==> config.mk <==
export PLATFORM = sky130hd
export DESIGN_NAME = hilo_div_ctrl_flat
export DESIGN_NICKNAME = d
export VERILOG_FILES = /design/src/rtl/hilo_div_ctrl_if.sv /design/src/rtl/hilo_div_ctrl.sv /design/src/flat_wrapper.sv
export SDC_FILE = /design/constraint.sdc
export NUM_CORES = 1
export LEC_CHECK = 0
export CORE_AREA = 2 2 140 142
export CTS_CLUSTER_SIZE = 30
export DETAILED_ROUTE_END_ITERATION = 7
export DIE_AREA = 0 0 142 144
export PLACE_DENSITY_LB_ADDON = 0.3
export SYNTH_ARGS = -nofsm -noshare
export SYNTH_HDL_FRONTEND = slang
export SYNTH_SLANG_ARGS = --single-unit
==> constraint.sdc <==
create_clock -name i_clk -period 3 [get_ports i_clk]
set_input_delay 0.6 -clock i_clk [delete_from_list [all_inputs] [get_ports i_clk]]
set_output_delay 0.6 -clock i_clk [all_outputs]
set_load 0.02 [all_outputs]
==> src/rtl/hilo_div_ctrl_if.sv <==
// Bus between the control unit / divider and the HI/LO division stage.
// The master side is the control unit plus the per-edge divider.
interface hilo_div_ctrl_if;
    logic        start_div;
    logic        is_signed;
    logic [31:0] rs_val;
    logic [31:0] rt_val;
    logic        hi_wr;
    logic        lo_wr;
    logic [31:0] wr_data;
    logic [31:0] div_q;
    logic [31:0] div_r;
    logic        div_go;
    logic [31:0] div_a;
    logic [31:0] div_b;
    logic        busy;
    logic        done;
    logic        div_zero;
    logic [31:0] hi_out;
    logic [31:0] lo_out;

    modport master (
        output start_div, is_signed, rs_val, rt_val,
        output hi_wr, lo_wr, wr_data, div_q, div_r,
        input  div_go, div_a, div_b, busy, done, div_zero,
        input  hi_out, lo_out
    );

    modport slave (
        input  start_div, is_signed, rs_val, rt_val,
        input  hi_wr, lo_wr, wr_data, div_q, div_r,
        output div_go, div_a, div_b, busy, done, div_zero,
        output hi_out, lo_out
    );
endinterface

==> src/rtl/hilo_div_ctrl.sv <==
// Division sequencer: launches the divider, waits DIV_LAT cycles,
// sign-corrects the result and holds it in the HI/LO registers.
module hilo_div_ctrl #(
    parameter int DIV_LAT = 2
) (
    input  logic            i_clk,
    input  logic            i_reset,
    hilo_div_ctrl_if.slave  bus
);

    typedef enum logic [2:0] {
        S_IDLE,
        S_LAUNCH,
        S_WAIT,
        S_COMMIT,
        S_ZERO
    } state_t;

    localparam logic [3:0] LAT_M1 = 4'(DIV_LAT - 1);

    state_t      r_state;
    logic [3:0]  r_cnt;
    logic        r_neg_q;
    logic        r_neg_r;
    logic [31:0] r_div_a;
    logic [31:0] r_div_b;
    logic [31:0] r_hi;
    logic [31:0] r_lo;
    logic        r_go;
    logic        r_busy;
    logic        r_done;
    logic        r_zero;

    logic        w_rs_neg;
    logic        w_rt_neg;
    logic [31:0] w_mag_a;
    logic [31:0] w_mag_b;
    logic [31:0] w_lo_fix;
    logic [31:0] w_hi_fix;

    // 0x80000000 negates to itself, which is the right unsigned magnitude
    assign w_rs_neg = bus.is_signed & bus.rs_val[31];
    assign w_rt_neg = bus.is_signed & bus.rt_val[31];
    assign w_mag_a  = w_rs_neg ? -bus.rs_val : bus.rs_val;
    assign w_mag_b  = w_rt_neg ? -bus.rt_val : bus.rt_val;
    assign w_lo_fix = r_neg_q ? -bus.div_q : bus.div_q;
    assign w_hi_fix = r_neg_r ? -bus.div_r : bus.div_r;

    always_ff @(posedge i_clk) begin
        if (i_reset) begin
            r_state <= S_IDLE;
            r_cnt   <= '0;
            r_neg_q <= 1'b0;
            r_neg_r <= 1'b0;
            r_div_a <= '0;
            r_div_b <= '0;
            r_hi    <= '0;
            r_lo    <= '0;
            r_go    <= 1'b0;
            r_busy  <= 1'b0;
            r_done  <= 1'b0;
            r_zero  <= 1'b0;
        end else begin
            unique case (r_state)
                S_IDLE: begin
                    if (bus.start_div) begin
                        r_busy <= 1'b1;
                        if (bus.rt_val != '0) begin
                            r_div_a <= w_mag_a;
                            r_div_b <= w_mag_b;
                            r_neg_q <= w_rs_neg ^ w_rt_neg;
                            r_neg_r <= w_rs_neg;
                            r_go    <= 1'b1;
                            r_state <= S_LAUNCH;
                        end else begin
                            r_zero  <= 1'b1;
                            r_state <= S_ZERO;
                        end
                    end else begin
                        if (bus.hi_wr) r_hi <= bus.wr_data;
                        if (bus.lo_wr) r_lo <= bus.wr_data;
                    end
                end
                S_LAUNCH: begin
                    r_cnt   <= LAT_M1;
                    r_state <= S_WAIT;
                end
                S_WAIT: begin
                    if (r_cnt == '0) begin
                        r_go    <= 1'b0;
                        r_done  <= 1'b1;
                        r_state <= S_COMMIT;
                    end else begin
                        r_cnt <= r_cnt - 4'd1;
                    end
                end
                S_COMMIT: begin
                    r_lo    <= w_lo_fix;
                    r_hi    <= w_hi_fix;
                    r_done  <= 1'b0;
                    r_busy  <= 1'b0;
                    r_state <= S_IDLE;
                end
                S_ZERO: begin
                    r_zero  <= 1'b0;
                    r_busy  <= 1'b0;
                    r_state <= S_IDLE;
                end
                default: begin
                    r_go    <= 1'b0;
                    r_busy  <= 1'b0;
                    r_done  <= 1'b0;
                    r_zero  <= 1'b0;
                    r_state <= S_IDLE;
                end
            endcase
        end
    end

    assign bus.div_go   = r_go;
    assign bus.div_a    = r_div_a;
    assign bus.div_b    = r_div_b;
    assign bus.busy     = r_busy;
    assign bus.done     = r_done;
    assign bus.div_zero = r_zero;
    assign bus.hi_out   = r_hi;
    assign bus.lo_out   = r_lo;

endmodule

==> src/flat_wrapper.sv <==
// flat-port wrapper written by rule: the top's interface ports become plain ports
module hilo_div_ctrl_flat 
#(
    parameter int DIV_LAT = 2
)
  (i_clk, i_reset, bus_start_div, bus_is_signed, bus_rs_val, bus_rt_val, bus_hi_wr, bus_lo_wr, bus_wr_data, bus_div_q, bus_div_r, bus_div_go, bus_div_a, bus_div_b, bus_busy, bus_done, bus_div_zero, bus_hi_out, bus_lo_out);
  hilo_div_ctrl_if bus_i ();
  input  logic i_clk;
  input  logic i_reset;
  input wire logic [$bits(bus_i.start_div)-1:0] bus_start_div;
  input wire logic [$bits(bus_i.is_signed)-1:0] bus_is_signed;
  input wire logic [$bits(bus_i.rs_val)-1:0] bus_rs_val;
  input wire logic [$bits(bus_i.rt_val)-1:0] bus_rt_val;
  input wire logic [$bits(bus_i.hi_wr)-1:0] bus_hi_wr;
  input wire logic [$bits(bus_i.lo_wr)-1:0] bus_lo_wr;
  input wire logic [$bits(bus_i.wr_data)-1:0] bus_wr_data;
  input wire logic [$bits(bus_i.div_q)-1:0] bus_div_q;
  input wire logic [$bits(bus_i.div_r)-1:0] bus_div_r;
  output wire logic [$bits(bus_i.div_go)-1:0] bus_div_go;
  output wire logic [$bits(bus_i.div_a)-1:0] bus_div_a;
  output wire logic [$bits(bus_i.div_b)-1:0] bus_div_b;
  output wire logic [$bits(bus_i.busy)-1:0] bus_busy;
  output wire logic [$bits(bus_i.done)-1:0] bus_done;
  output wire logic [$bits(bus_i.div_zero)-1:0] bus_div_zero;
  output wire logic [$bits(bus_i.hi_out)-1:0] bus_hi_out;
  output wire logic [$bits(bus_i.lo_out)-1:0] bus_lo_out;
  assign bus_i.start_div = bus_start_div;
  assign bus_i.is_signed = bus_is_signed;
  assign bus_i.rs_val = bus_rs_val;
  assign bus_i.rt_val = bus_rt_val;
  assign bus_i.hi_wr = bus_hi_wr;
  assign bus_i.lo_wr = bus_lo_wr;
  assign bus_i.wr_data = bus_wr_data;
  assign bus_i.div_q = bus_div_q;
  assign bus_i.div_r = bus_div_r;
  assign bus_div_go = bus_i.div_go;
  assign bus_div_a = bus_i.div_a;
  assign bus_div_b = bus_i.div_b;
  assign bus_busy = bus_i.busy;
  assign bus_done = bus_i.done;
  assign bus_div_zero = bus_i.div_zero;
  assign bus_hi_out = bus_i.hi_out;
  assign bus_lo_out = bus_i.lo_out;
  hilo_div_ctrl #(.DIV_LAT(DIV_LAT)) u_core (.i_clk(i_clk), .i_reset(i_reset), .bus(bus_i));
endmodule
# ---- Word level (Yosys, flattened, before mapping)
# Cells that the tools add are included.
dict set report op_classes {
  n_addsub 5
  n_eq_ne 12
  mux 27
  bitwise 7
  n_reduce_logical 18
}
# cell n
set op_table {}
lappend op_table {{$mux W32} 8}
lappend op_table {{$neg A32 Y32} 4}
lappend op_table {{$pmux W32 S2} 2}
lappend op_table {{$reduce_bool A32 Y1} 1}
lappend op_table {{$ne A2 B2 Y1 const B} 6}
lappend op_table {{$reduce_and A3 Y1} 4}
lappend op_table {{$mux W3} 3}
lappend op_table {{$pmux W3 S3} 1}
lappend op_table {{$reduce_or A3 Y1} 3}
lappend op_table {{$pmux W4 S2} 1}
lappend op_table {{$reduce_and A2 Y1} 4}
lappend op_table {{$mux W1} 7}
lappend op_table {{$eq A3 B2 Y1 const B} 2}
lappend op_table {{$pmux W1 S2} 3}
lappend op_table {{$logic_not A4 Y1} 1}
lappend op_table {{$mux W4} 1}
lappend op_table {{$ne A2 B1 Y1 const B} 2}
lappend op_table {{$not A1 Y1} 4}
lappend op_table {{$reduce_and A4 Y1} 1}
lappend op_table {{$reduce_bool A2 Y1} 2}
lappend op_table {{$sub A4 B1 Y4 const B} 1}
lappend op_table {{$eq A3 B1 Y1 const B} 1}
lappend op_table {{$eq A3 B3 Y1 const B} 1}
lappend op_table {{$logic_not A3 Y1} 1}
lappend op_table {{4 further kinds} 5}
dict set report totals {
  ff_bits 141
  wordCells 81
}

# ---- Depth between registers and ports, before layout
dict set report depth {
  ltp_word 4
  mapped_depth 10
  depth_no_buf 7
}

# ---- Worst setup path after synthesis
# No wires, ideal clock.
dict set report synth_path {
  kind {input -> register}
  start {input port bus_div_q[6]}
  end {register u_core.r_lo[29] (netlist: u_core.bus.lo_out[29])}
  setup_ns 0.114
  arrival_ns 2.686
  slack_ns 0.200
  cell_stages 7
  n_path_buf 2
  cell_sequence {or4_1 -> buf_2 -> or4_4 -> buf_6 -> o41ai_2 -> xor2_1 -> a2111oi_0}
}
dict set report synth_via {
  elab_chain_len 3
}
# item line_no
set synth_rtl {}
lappend synth_rtl {{start: declaration} flat_wrapper.sv:17} ;# input wire logic [$bits(bus_i.div_q)-1:0] bus_div_q;
lappend synth_rtl {{$neg A32 Y32} hilo_div_ctrl.sv:46} ;# assign w_lo_fix = r_neg_q ? -bus.div_q : bus.div_q;
lappend synth_rtl {{$mux W32} hilo_div_ctrl.sv:46}
lappend synth_rtl {{$pmux W32 S2} hilo_div_ctrl.sv:64} ;# unique case (r_state)
lappend synth_rtl {{end signal: assignment} hilo_div_ctrl.sv:81} ;# if (bus.lo_wr) r_lo <= bus.wr_data;
lappend synth_rtl {{end signal: assignment} hilo_div_ctrl.sv:98} ;# r_lo <= w_lo_fix;
lappend synth_rtl {{end: declaration} hilo_div_ctrl.sv:28} ;# logic [31:0] r_lo;
# No other way between the ends.
# A chain may end at the register's enable or synchronous reset.

# ---- Worst setup path after layout
dict set report layout_path {
  start {input port bus_div_q[10]}
  end {register u_core.r_lo[18] (netlist: u_core.bus.lo_out[18])}
}
# The elaborated chain is that of the path after synthesis.

==> flow_summary.toml <==
[synth]
synth.largest_area_cell = "sky130_fd_sc_hd__dfxtp_1"
async_s_r_ff_share_synth = 0
yosys.area.top_type_share = 0.325
syn-instance-count = 1075
synth_top_family_by_area = "compound AO/OA/AOI/OAI gates"
synth_xor_area_frac = 0.107
yosys-top-cells-area = "sky130_fd_sc_hd__dfxtp_1, sky130_fd_sc_hd__xnor2_1, sky130_fd_sc_hd__a21oi_1"
synth.lib_cells_used.distinct = 67
net_count_synth = 1247
post_synth.cell_area_avg_um2 = 8.09
ys_ff_latch = 141
synth_cell_area_um2 = 8700
synth.mux.area_fraction = 0.0367
synth_compound_area_frac = 0.282
synth_top_flop_cell = "sky130_fd_sc_hd__dfxtp_1"
count_of_flip_flops_with_a_built_in_enable_after_synthesis = 0
ys.warnings.count = 0
seq_area_frac_synth = 0.325
post_synthesis_share_of_cell_area_spent_on_and_or_nand_and_nor_gates = 0.187
share_of_synthesized_cell_area_in_full_adder_half_adder_and_majority_cells = 0.00863

[global_route]
grt_max_degree = 53
grt.total_usage = 0.305
grt_pass1_wl_um = 49700
grt_overflow_total = 0
grt_pass1_vias = 9446
antenna_found_initial = 0

[power]
vdd.ir_drop.worst_v = 0.000410
power.share.sequential = 0.336
cellLeakagePower_nw = 4.56
power.density_nw_per_um2 = 516
clock_power_share = 0.347
switching_share = 0.305
total_power_mw = 6.75
p_int_mw = 4.69
share_comb_of_total_power = 0.317
p_sw_mw = 2.06

[die]
design.portCount = 298
die-height_um = 144
effective_utilization_at_floorplan = 0.456
floorplan.rows = 51
core_region_area_um2 = 19100
dieWidth_um = 142
design.die.area_um2 = 20400

[placed_design]
cell_area_after_placement_um2 = 12400
placement.setup.worst_slack_ns = -0.221
numPortBuffers = 297
gp_routability_congestion = 0.956
detailed_place_hpwl_um = 23400

[cts]
cts_htree_levels = 4
cts_tree = "done"
clock_sinks = 141
clk_path_buf_depth = 2
cts.clk_slew.worst_paths_ns = 0.05
cts_hold_buf = 0
tritoncts_buffer_count = 17
post_cts_resize_count = 0
clock_insertion_delay_worst_skew_ns = 0.42
post-cts-setup-buffer-count = 0
cts_root_buffer = "sky130_fd_sc_hd__clkbuf_16"

[final_layout]
fin_nets = 1567
insertedDiodeCount = 0
post-route-cell-area_um2 = 13100
layout-drive-gt1-share = 0.115
layout-area-overhead-vs-synth_pct = 50.5

[sta]
worst_pin_slew_ns = 1.01
worst_slew_margin_rel = 0.323
layout_worst_path_cycle_share = 0.934
timing.hold.ws_ns = 0.478
final-setup-viol-count = 0
final_number_of_max_transition_violations = 0
fin_worst_skew_ns = 0.00970
fmax_ghz = 0.357
finalWorstPathRequiredPeriod_ns = 2.80
final.setup.worst_slack_ns = 0.198
final_hold_violations = 0
grt_setup_unrepaired = "no"

[critical_path]
critPathKind = "input port to register"
worstSetupStartpoint = "bus_div_q[10]"
timing.critical_path.to_type = "register"
crit_arrival_ns = 3.08
startpoint_type = "input port"
timing.critical_path.required_ns = 3.28
crit_path_max_fanout = 20
reg2reg_from = "u_core.r_state[1]$_SDFFE_PP0P_"

[routing]
routed_wl_um = 31600
vias = 9858
wl_per_cell_um = 19.2
detail_route.vias_per_cell = 5.99
first_iter_violations = 654
drt_pre_antenna_iters = 5
post-route-drc-count = 0
route.antenna.remaining_nets = 0

[hold_path]
holdCritPathClass = "register to register"
hold_start = "u_core.bus.div_b[0]$_SDFFE_PP0P_"

[job]
drv.max_cap_violation_count = 0

[run_status]
result_of_the_run = "finished clean"
==> placed cells by master (no fill, tap or decap), types with 33 or more instances in the layout <==
master	instances
sky130_fd_sc_hd__clkdlybuf4s50_1	296
sky130_fd_sc_hd__dfxtp_1	141
sky130_fd_sc_hd__a21oi_1	107
sky130_fd_sc_hd__buf_4	92
sky130_fd_sc_hd__nand2_1	90
sky130_fd_sc_hd__xnor2_1	70
sky130_fd_sc_hd__nor2_1	64
sky130_fd_sc_hd__a211oi_1	57
sky130_fd_sc_hd__xor2_1	36
sky130_fd_sc_hd__nor3_1	35
sky130_fd_sc_hd__a311oi_1	33
==> flip-flops by register name, indices dropped and copies added (netlist names) <==
signal / flops
u_core.bus.hi_out: 32
u_core.r_neg_r: 1
u_core.bus.div_a: 32
u_core.r_state: 3
u_core.bus.lo_out: 32
u_core.r_cnt: 4
u_core.bus.div_zero: 1
u_core.bus.div_b: 32
u_core.bus.done: 1
u_core.r_neg_q: 1
u_core.bus.busy: 1
u_core.bus.div_go: 1
==> synthesized netlist by cell type, types with 17 or more instances <==
cell / number
sky130_fd_sc_hd__dfxtp_1: 141
sky130_fd_sc_hd__a21oi_1: 107
sky130_fd_sc_hd__nand2_1: 90
sky130_fd_sc_hd__clkbuf_1: 78
sky130_fd_sc_hd__xnor2_1: 70
sky130_fd_sc_hd__nor2_1: 65
sky130_fd_sc_hd__a211oi_1: 57
sky130_fd_sc_hd__xor2_1: 36
sky130_fd_sc_hd__nor3_1: 35
sky130_fd_sc_hd__a311oi_1: 33
sky130_fd_sc_hd__o21ai_0: 31
sky130_fd_sc_hd__a31oi_1: 29
sky130_fd_sc_hd__inv_1: 23
sky130_fd_sc_hd__or4_1: 20
sky130_fd_sc_hd__o31ai_1: 19
sky130_fd_sc_hd__nor4_1: 17
==> worst paths after layout <==
path	endpoint	slack, ns	depth (start not counted)
max	u_core.bus.lo_out[18]$_SDFFE_PP0P_	0.20	7
max reg2reg	u_core.bus.lo_out[17]$_SDFFE_PP0P_	0.79	7
min	u_core.bus.div_b[0]$_SDFFE_PP0P_	0.48	2
min reg2reg	u_core.bus.div_b[0]$_SDFFE_PP0P_	0.48	2
==> power groups by stage <==
stage / Combinational (mW) / Sequential [mW] / Clock, mW
final: 2.14 / 2.27 / 2.34
after detailed placement: 2.12 / 2.30 / 0
after CTS: 2.13 / 2.27 / 2.36
after global placement: 2.09 / 2.30 / 0
after global routing: 2.29 / 2.30 / 2.44
after floorplan: 0.823 / 2.52 / 0
==> final cells by class <==
type | count | area, µm²
inverter | 24 | 90.1
clock buffer | 26 | 489
sequential | 141 | 2820
timing repair buffer | 396 | 3810
fill | 1596 | 5990
tap | 238 | 298
multi-input combinational | 815 | 5420
clock inverter | 6 | 155
==> critical path: stages <==
cell                              delay, ns
sky130_fd_sc_hd__clkdlybuf4s50_1       0.41
sky130_fd_sc_hd__or4_1                 0.58
sky130_fd_sc_hd__or4_4                 0.59
sky130_fd_sc_hd__buf_12                0.18
sky130_fd_sc_hd__or4_1                 0.50
sky130_fd_sc_hd__a21oi_1               0.15
sky130_fd_sc_hd__a2111oi_1             0.07
==> through the flow <==
step / instances / utilization / TNS [ns]
CTS: 1646 / 0.686 / 0
global placement: 1614 / 0.652 / -1.28
detailed placement: 1614 / 0.652 / -1.94
finish: 1646 / 0.686 / 0
floorplan: 1075 / - / 0
global route: 1646 / 0.686 / 0
==> cells by family (layout without fill, tap and decap cells) <==
| group | Yosys count | in the layout |
|---|---|---|
| AOI/OAI and AO/OA | 362 | 362 |
| DFF | 141 | 141 |
| adders and majority gates | 6 | 6 |
| buffers and inverters | 119 | 452 |
| muxes | 29 | 29 |
| xor gates and xnor gates | 106 | 106 |
| and+or+nand+nor | 312 | 312 |
==> per-layer routing <==
layer	vias to the layer above	share of wire	global-route usage
li1	4691	-	-
met3	57	0.092	0.0841
met4	0	0.028	0.0968
met1	4657	0.40	0.370
met5	-	0	0
met2	453	0.48	0.524
Note: power is estimated with default switching activity, not from simulation.
